## src/rtl/gfx_pkg.sv

```systemverilog
// Shared definitions for the gfx pixel pipeline: framebuffer addressing,
// AXI response codes and the pixel-writer state encoding.
package gfx_pkg;

    localparam logic [1:0] AXI_RESP_OKAY = 2'b00;

    localparam logic [1:0] ST_IDLE  = 2'd0;
    localparam logic [1:0] ST_WRITE = 2'd1;
    localparam logic [1:0] ST_RESP  = 2'd2;

    // Linear word address of pixel (x,y); callers truncate to their bus width.
    function automatic logic [31:0] fb_addr(
        input logic [31:0] x,
        input logic [31:0] y,
        input logic [31:0] width,
        input logic [31:0] base
    );
        return base + y * width + x;
    endfunction

endpackage

```

## src/rtl/gfx_fb_addr.sv

```systemverilog
// Framebuffer address generator: combinational on-screen check plus an
// address register loaded only for on-screen pixels.
module gfx_fb_addr
    import gfx_pkg::*;
#(
    parameter int FB_WIDTH   = 640,
    parameter int FB_HEIGHT  = 480,
    parameter int FB_BASE    = 0,
    parameter int ADDR_WIDTH = 20,
    parameter int X_BITS     = $clog2(FB_WIDTH),
    parameter int Y_BITS     = $clog2(FB_HEIGHT)
) (
    input  logic                  clk,
    input  logic                  reset_n,
    input  logic                  load,
    input  logic [X_BITS-1:0]     x,
    input  logic [Y_BITS-1:0]     y,
    output logic                  in_range,
    output logic [ADDR_WIDTH-1:0] addr
);

    logic [31:0] x_ext;
    logic [31:0] y_ext;

    assign x_ext    = 32'(x);
    assign y_ext    = 32'(y);
    assign in_range = (x_ext < 32'(FB_WIDTH)) && (y_ext < 32'(FB_HEIGHT));

    // The cast wraps the address modulo 2^ADDR_WIDTH.
    always_ff @(posedge clk) begin
        if (!reset_n) begin
            addr <= '0;
        end else if (load && in_range) begin
            addr <= ADDR_WIDTH'(fb_addr(x_ext, y_ext, 32'(FB_WIDTH), 32'(FB_BASE)));
        end
    end

endmodule

```

## src/rtl/gfx_axi_pixel_writer.sv

```systemverilog
// Converts accepted gfx pixels into single-beat AXI writes of framebuffer
// words; off-screen pixels are discarded and counted.
module gfx_axi_pixel_writer
    import gfx_pkg::*;
#(
    parameter int FB_WIDTH       = 640,
    parameter int FB_HEIGHT      = 480,
    parameter int PIXEL_BITS     = 12,
    parameter int META_BITS      = 4,
    parameter int AXI_ADDR_WIDTH = 20,
    parameter int AXI_DATA_WIDTH = 16,
    parameter int FB_BASE        = 0,
    parameter int DROP_CNT_BITS  = 16
) (
    input  logic                          clk,
    input  logic                          reset_n,
    input  logic                          gfx_valid,
    output logic                          gfx_ready,
    input  logic [$clog2(FB_WIDTH)-1:0]   gfx_x,
    input  logic [$clog2(FB_HEIGHT)-1:0]  gfx_y,
    input  logic [PIXEL_BITS-1:0]         gfx_color,
    input  logic [META_BITS-1:0]          gfx_meta,
    output logic [AXI_ADDR_WIDTH-1:0]     axi_awaddr,
    output logic                          axi_awvalid,
    input  logic                          axi_awready,
    output logic [AXI_DATA_WIDTH-1:0]     axi_wdata,
    output logic [AXI_DATA_WIDTH/8-1:0]   axi_wstrb,
    output logic                          axi_wvalid,
    input  logic                          axi_wready,
    input  logic [1:0]                    axi_bresp,
    input  logic                          axi_bvalid,
    output logic                          axi_bready,
    output logic                          busy,
    output logic                          wr_err,
    output logic [DROP_CNT_BITS-1:0]      drop_cnt
);

    if (AXI_DATA_WIDTH < PIXEL_BITS + META_BITS) begin : g_width_check
        $error("AXI_DATA_WIDTH too narrow for meta+color");
    end

    logic [1:0] state;
    logic       ready_q;
    logic       aw_done;
    logic       w_done;
    logic       in_range;
    logic       accept;
    logic       aw_fire;
    logic       w_fire;
    logic       aw_all;
    logic       w_all;

    assign accept    = gfx_valid & ready_q;
    assign aw_fire   = axi_awvalid & axi_awready;
    assign w_fire    = axi_wvalid & axi_wready;
    assign aw_all    = aw_done | aw_fire;
    assign w_all     = w_done | w_fire;
    assign gfx_ready = ready_q;
    assign busy      = (state != ST_IDLE);
    assign axi_wstrb = '1;

    gfx_fb_addr #(
        .FB_WIDTH   (FB_WIDTH),
        .FB_HEIGHT  (FB_HEIGHT),
        .FB_BASE    (FB_BASE),
        .ADDR_WIDTH (AXI_ADDR_WIDTH)
    ) u_fb_addr (
        .clk      (clk),
        .reset_n  (reset_n),
        .load     (accept),
        .x        (gfx_x),
        .y        (gfx_y),
        .in_range (in_range),
        .addr     (axi_awaddr)
    );

    // Ready is registered so it is low throughout reset and rises one cycle after release.
    always_ff @(posedge clk) begin
        if (!reset_n) begin
            state       <= ST_IDLE;
            ready_q     <= 1'b0;
            axi_awvalid <= 1'b0;
            axi_wvalid  <= 1'b0;
            axi_bready  <= 1'b0;
            axi_wdata   <= '0;
            aw_done     <= 1'b0;
            w_done      <= 1'b0;
            wr_err      <= 1'b0;
            drop_cnt    <= '0;
        end else begin
            case (state)
                ST_IDLE: begin
                    ready_q <= 1'b1;
                    if (accept) begin
                        if (in_range) begin
                            axi_wdata   <= AXI_DATA_WIDTH'({gfx_meta, gfx_color});
                            axi_awvalid <= 1'b1;
                            axi_wvalid  <= 1'b1;
                            aw_done     <= 1'b0;
                            w_done      <= 1'b0;
                            ready_q     <= 1'b0;
                            state       <= ST_WRITE;
                        end else if (drop_cnt != '1) begin
                            drop_cnt <= drop_cnt + DROP_CNT_BITS'(1);
                        end
                    end
                end
                ST_WRITE: begin
                    if (aw_fire) axi_awvalid <= 1'b0;
                    if (w_fire)  axi_wvalid  <= 1'b0;
                    if (aw_all && w_all) begin
                        aw_done    <= 1'b0;
                        w_done     <= 1'b0;
                        axi_bready <= 1'b1;
                        state      <= ST_RESP;
                    end else begin
                        aw_done <= aw_all;
                        w_done  <= w_all;
                    end
                end
                ST_RESP: begin
                    if (axi_bvalid) begin
                        if (axi_bresp != AXI_RESP_OKAY) wr_err <= 1'b1;
                        axi_bready <= 1'b0;
                        ready_q    <= 1'b1;
                        state      <= ST_IDLE;
                    end
                end
                default: begin
                    axi_awvalid <= 1'b0;
                    axi_wvalid  <= 1'b0;
                    axi_bready  <= 1'b0;
                    ready_q     <= 1'b1;
                    state       <= ST_IDLE;
                end
            endcase
        end
    end

endmodule

```

## config.mk

```make
export PLATFORM = sky130hd
export DESIGN_NAME = gfx_axi_pixel_writer
export DESIGN_NICKNAME = d
export VERILOG_FILES = /design/src/rtl/gfx_pkg.sv /design/src/rtl/gfx_fb_addr.sv /design/src/rtl/gfx_axi_pixel_writer.sv
export SDC_FILE = /design/constraint.sdc
export NUM_CORES = 1
export LEC_CHECK = 0
export BUFFER_PORTS_ARGS = -buffer_cell sky130_fd_sc_hd__buf_4
export CELL_PAD_IN_SITES_DETAIL_PLACEMENT = 0
export CELL_PAD_IN_SITES_GLOBAL_PLACEMENT = 1
export CORE_UTILIZATION = 30
export DETAILED_ROUTE_END_ITERATION = 8
export PLACE_DENSITY_LB_ADDON = 0.08
export SLEW_MARGIN = 20
export SYNTH_ARGS = -nofsm -noshare
export SYNTH_HDL_FRONTEND = slang
export SYNTH_SLANG_ARGS = --single-unit
```

## constraint.sdc

```tcl
create_clock -name clk -period 4.2 [get_ports clk]
set_input_delay 0.42 -clock clk [delete_from_list [all_inputs] [get_ports clk]]
set_output_delay 0.42 -clock clk [all_outputs]
set_load 0.01 [all_outputs]
```

Word level (Yosys, flattened, before mapping)
Index checks and enable logic that the tools add are counted.
{"block": "word_totals", "elab_cells": 74, "output_inout_bits": 60, "register_bits": 61, "in_bits": 43}
{"block": "classes", "eq_ne": 9, "reduce_logical": 16, "n_addsub": 2, "bitwise": 9, "mux": 24, "mul": 1, "magnitude_cmp": 2}
{"cell": "$add 20x10->20", "count": 1}
{"cell": "$add 16x1->16 const B", "count": 1}
{"cell": "$ne 16x16->1 const B", "count": 1}
{"cell": "$reduce_and 4->1", "count": 4}
{"cell": "$mux 1", "count": 13}
{"cell": "$mul 9x3->12 const B", "count": 1}
{"cell": "$pmux 1 s3", "count": 4}
{"cell": "$reduce_and 3->1", "count": 4}
{"cell": "$lt 10x10->1 const B", "count": 1}
{"cell": "$lt 9x9->1 const B", "count": 1}
{"cell": "$mux 2", "count": 4}
{"cell": "$ne 2x2->1 const B", "count": 4}
{"cell": "$pmux 2 s3", "count": 1}
{"cell": "$reduce_bool 2->1", "count": 3}
{"cell": "$ne 2x1->1 const B", "count": 2}
{"cell": "$not 1->1", "count": 4}
{"cell": "$pmux 1 s2", "count": 2}
{"cell": "$and 1x1->1", "count": 3}
{"cell": "$logic_and 1x1->1", "count": 3}
{"cell": "$eq 2x1->1 const B", "count": 1}
{"cell": "$eq 2x2->1 const B", "count": 1}
{"cell": "$logic_not 2->1", "count": 1}
{"cell": "$or 1x1->1", "count": 2}
{"cell": "$reduce_and 2->1", "count": 1}

Logic depth before layout (Yosys ltp)
{"block": "depth", "depth_word": 5, "depth_mapped": 10, "ltp_nobuf": 10}

By module
Synthesis repeated with hierarchy kept, for this count alone.
{"block": "unflattened", "cells_unflattened": 388, "area_unflattened_um2": 3206.8}
{"module": "gfx_axi_pixel_writer", "seq_area_each_um2": 820.8, "cells_each": 230, "area_per_inst_um2": 1850.5, "instances": 1}
{"module": "gfx_fb_addr", "seq_area_each_um2": 400.4, "cells_each": 158, "area_per_inst_um2": 1356.3, "instances": 1}

Worst setup path before layout
OpenSTA, ideal clock, no wires.
{"block": "synth_path", "path_kind": "input-to-reg", "start": "input port gfx_y[1]", "end": "register u_fb_addr.addr[18]", "t_required_ns": 4.130, "path_buffers": 0, "arrival_ns": 2.662, "slack_ns": 1.469, "stages": 9, "setup_ns": 0.070, "path_cell_list": "ha_1 > ha_1 > inv_1 > fa_1 > nand3b_1 > a2111oi_4 > nand3_2 > or3_1 > a21oi_1"}
{"block": "synth_via", "elab_chain_cells": 3, "word_cells_on_any_way": 5, "cone_classes": "1 x add/sub; 1 x mul; 1 x order compare; 2 x reduce/logical"}
{"element": "start, declared", "line_no": "gfx_axi_pixel_writer.sv:20", "text": "input logic [$clog2(FB_HEIGHT)-1:0] gfx_y,"}
{"element": "parallel branches: the longest is 3 deep, another holds $add 20x10->20"}
{"element": "end signal, assigned", "line_no": "gfx_fb_addr.sv:34", "text": "addr <= ADDR_WIDTH'(fb_addr(x_ext, y_ext, 32'(FB_WIDTH), 32'(FB_BASE)));"}
{"element": "end, declared", "line_no": "gfx_fb_addr.sv:19", "text": "output logic [ADDR_WIDTH-1:0] addr"}
Several ways; the timed one is not identified.
A chain may end at the register's enable or synchronous reset.

Worst setup path after layout
Same ends and word-level chain as after synthesis.

==> impl_results.md <==
- Final antenna-violating net count: 0
- Top cells by area, synth: dfxtp_1, nand2_1, ha_1, a21oi_1, nor2_1
- Max_cap viols: 0
- TritonCTS Buffers: 9
- Die Wd: a little over 100 um
- Vias in the first global route: roughly 2700
- Final nets: around 530
- Hold WC Path Type: in2reg
- CP top delay family: adder cells
- Clk Tree Root Cell: clkbuf_8
- Reg2reg setup slack: roughly 2200 ps
- Max Clock Freq: roughly 380 MHz
- Area grow syn2layout: 34.3%
- Leakage: about 0.0017 uW
- Most frequent cell after synthesis: nand2_1
- First-pass GRT wire length: around 13000 um
- Crit path depth: 10
- CTS tree: yes
- M3 GR Usage: under 10%
- Synth Register Bits: 61
- Dpl hpwl: around 5800 um
- Cell repeated most along the worst path: ha_1
- Routed vias: 2819
- CP Cell Sequence: buf_4 -> ha_1 -> ha_1 -> inv_1 -> fa_1 -> nand3b_1 -> a2111oi_4 -> nand3_2 -> or3_1 -> a21oi_1
- Met1 GRT Util: between 10% and 20%
- Clock Tree Buf Depth: 2
- Grt ovf: 0
- Seq/Total Area, Yosys: 39.6%
- Outcome: finished, final reports clean
- Fraction of registers with async set/reset: 0%
- Critical path class: in2reg
- Critical Path RT: ~4500 ps
- Most Crowded Layer GR: met2
- Synth Cell Area: between 3000 and 4000 um2
- CTS clk-pin slew, worst paths: around 70 ps
- Antenna violations before repair: 0
- CP startpoint: gfx_y[1]
- Post-CTS Setup Repair Bufs: 0
- Tmin final: between 2000 and 3000 ps
- Final Cell Area: approximately 4100 um2
- Startpoint Class: input pin
- Placed Area: between 3000 and 4000 um2
- Largest net degree at the start of global routing: 56
- I/O pins: approximately 100
- RD Place Congestion: ~0.79
- Core area: between 9000 and 10000 um2
- Skew final: 14.4 ps
- N_diodes: 0
- H-tree levels: 3
- CTS Sinks: 61
- Initial drt markers: 48
- Drt via density: between 4 and 5
- # DRC: 0
- Synthesis Warnings: 0
- Mean Syn Cell Area: 8.35 um2
- EDFF count, synth: 0
- Max stage delay on crit path: 460 ps
- Critical Path AT: about 2900 ps
- Latest clock arrival within the worst-skew pair: 340 ps
- Share of cells above drive strength 1: between 20 and 30%
- R2r startpoint: state[1]
- Share of the synthesized area in the top cell type: between 30 and 40%
- Dominant cell type by area after synthesis: dfxtp_1
- Hold_buf cts: 0
- Critical path buffers and inverters: 2
- Power density over the cells: roughly 350 nW/um2
- Most common flop cell mapped by yosys: dfxtp_1
- Post-CTS sizing: 0
- CP Max Fanout: 4
- Synth cell types: between 50 and 60
- CP max stage cell: fa_1
- Max Slew Vio Count: 0
- Synth top cells by count: nand2_1, dfxtp_1, a21oi_1
- Cells after synthesis: 369
- Peak supply drop: 111 uV
- Number of core rows: 36
- Unrepaired setup endpoints after global routing: false
- Capture point of the worst path: u_fb_addr.addr[18]
- GRT Total Usage: approximately 16%
- First-pass iteration count of the detailed router: 4
- Height of the die: around 100 um
- Worst slew pin tran: ~950 ps
- GR met2 Demand/Resource: roughly a quarter
- Setup tns final: 0 ps
- CP endpoint kind: flip-flop
- Wire length per cell: approximately 13 um
- DIE AREA: between 10000 and 15000 um2
- Reg2reg end: drop_cnt[11]
- Worst rel slew slack: a little over a third
- DRT Wirelength: about 8000 um
- Initial core utilization: a little under a third
- Worst reg2reg path depth: 6
- Hold Vio Cnt, Final: 0
- Port bufs: 100
- Final Cycle Share: 62.8%
- Final setup fails: 0
-- state kept, by name, indices dropped and copies added (netlist names) --
signal / count
aw_done: 1
axi_wdata: 16
drop_cnt: 16
w_done: 1
state: 2
wr_err: 1
axi_bready: 1
u_fb_addr.addr: 20
axi_awvalid: 1
gfx_ready: 1
axi_wvalid: 1
-- how the worst min path moves through the flow --
| stage | cells past startpoint | slack [ps] | endpoint | startpoint |
|---|---|---|---|---|
| floorplan | 2 | 440 | w_done | w_done |
| global placement | 2 | 440 | u_fb_addr.addr[11] | u_fb_addr.addr[11] |
| detailed placement | 2 | 450 | axi_wdata[0] | axi_wdata[0] |
| CTS | 3 | 310 | u_fb_addr.addr[4] | gfx_x[4] |
| global route | 3 | 310 | u_fb_addr.addr[1] | gfx_x[1] |
| finish | 3 | 320 | axi_wdata[7] | gfx_color[7] |
-- tightest hold or removal path, cell delays in order --
cell	delay (ps)
buf_4	110
nand2_1	40
a21oi_1	50
-- where the power goes --
part / switching [uW] / internal (uW)
registers: 14.8 / 599
clock network: 227 / 332
logic: 136 / 123
-- per-layer routing --
layer	wire length, um	vias up
li1	-	1483
met1	3790	1259
met2	3600	66
met3	300	11
met4	142	0
met5	0	-
-- area by class of cell --
class,instances,area [um2]
Multi-Input combinational cell,284,1750
Clock buffer,11,131
Inverter,8,30.0
Clock inverter,5,75.1
Sequential cell,61,1220
Fill cell,1020,5730
Timing Repair Buffer,102,766
Tap cell,133,166
-- placed cells by master, fill, tap and decap left out, types with 3 or more instances in the layout --
| cell | netlist | routed |
|---|---|---|
| buf_4 | 3 | 102 |
| nand2_1 | 64 | 64 |
| dfxtp_1 | 61 | 61 |
| a21oi_1 | 44 | 44 |
| nor2_1 | 36 | 36 |
| ha_1 | 18 | 18 |
| nand3_1 | 12 | 12 |
| xor2_1 | 12 | 12 |
| xnor2_1 | 11 | 11 |
| clkbuf_8 | 1 | 9 |
| nand4_1 | 8 | 8 |
| o21ai_0 | 8 | 8 |
| inv_1 | 7 | 7 |
| nor3_1 | 7 | 7 |
| or3_1 | 6 | 6 |
| a211oi_1 | 6 | 6 |
| and3_1 | 5 | 5 |
| o21bai_1 | 3 | 3 |
| nand4b_1 | 3 | 3 |
| nor2b_1 | 3 | 3 |
| clkinv_2 | 0 | 3 |
-- metrics by stage --
step / std cells / setup WS, ps / utilization, % / hold slack (ps) / power, uW
after floorplan: 370 / 1470 / - / 445 / 791
after global placement: 588 / 1250 / 39.9 / 442 / 890
after detailed placement: 588 / 1200 / 39.9 / 448 / 890
after CTS: 604 / 1560 / 42.0 / 311 / 1450
after global routing: 604 / 1410 / 42.0 / 314 / 1510
final: 604 / 1560 / 42.0 / 325 / 1430
-- cell families after synthesis --
| group | share of synthesized area, % |
|---|---|
| flops | 39.6 |
| simple gates | 24.3 |
| other cells | 0.122 |
| xor+xnor | 7.06 |
| buf+inv | 3.77 |
| compound gates | 16.5 |
| fa+ha+maj | 8.60 |
Power figures use the tool's default switching activity.
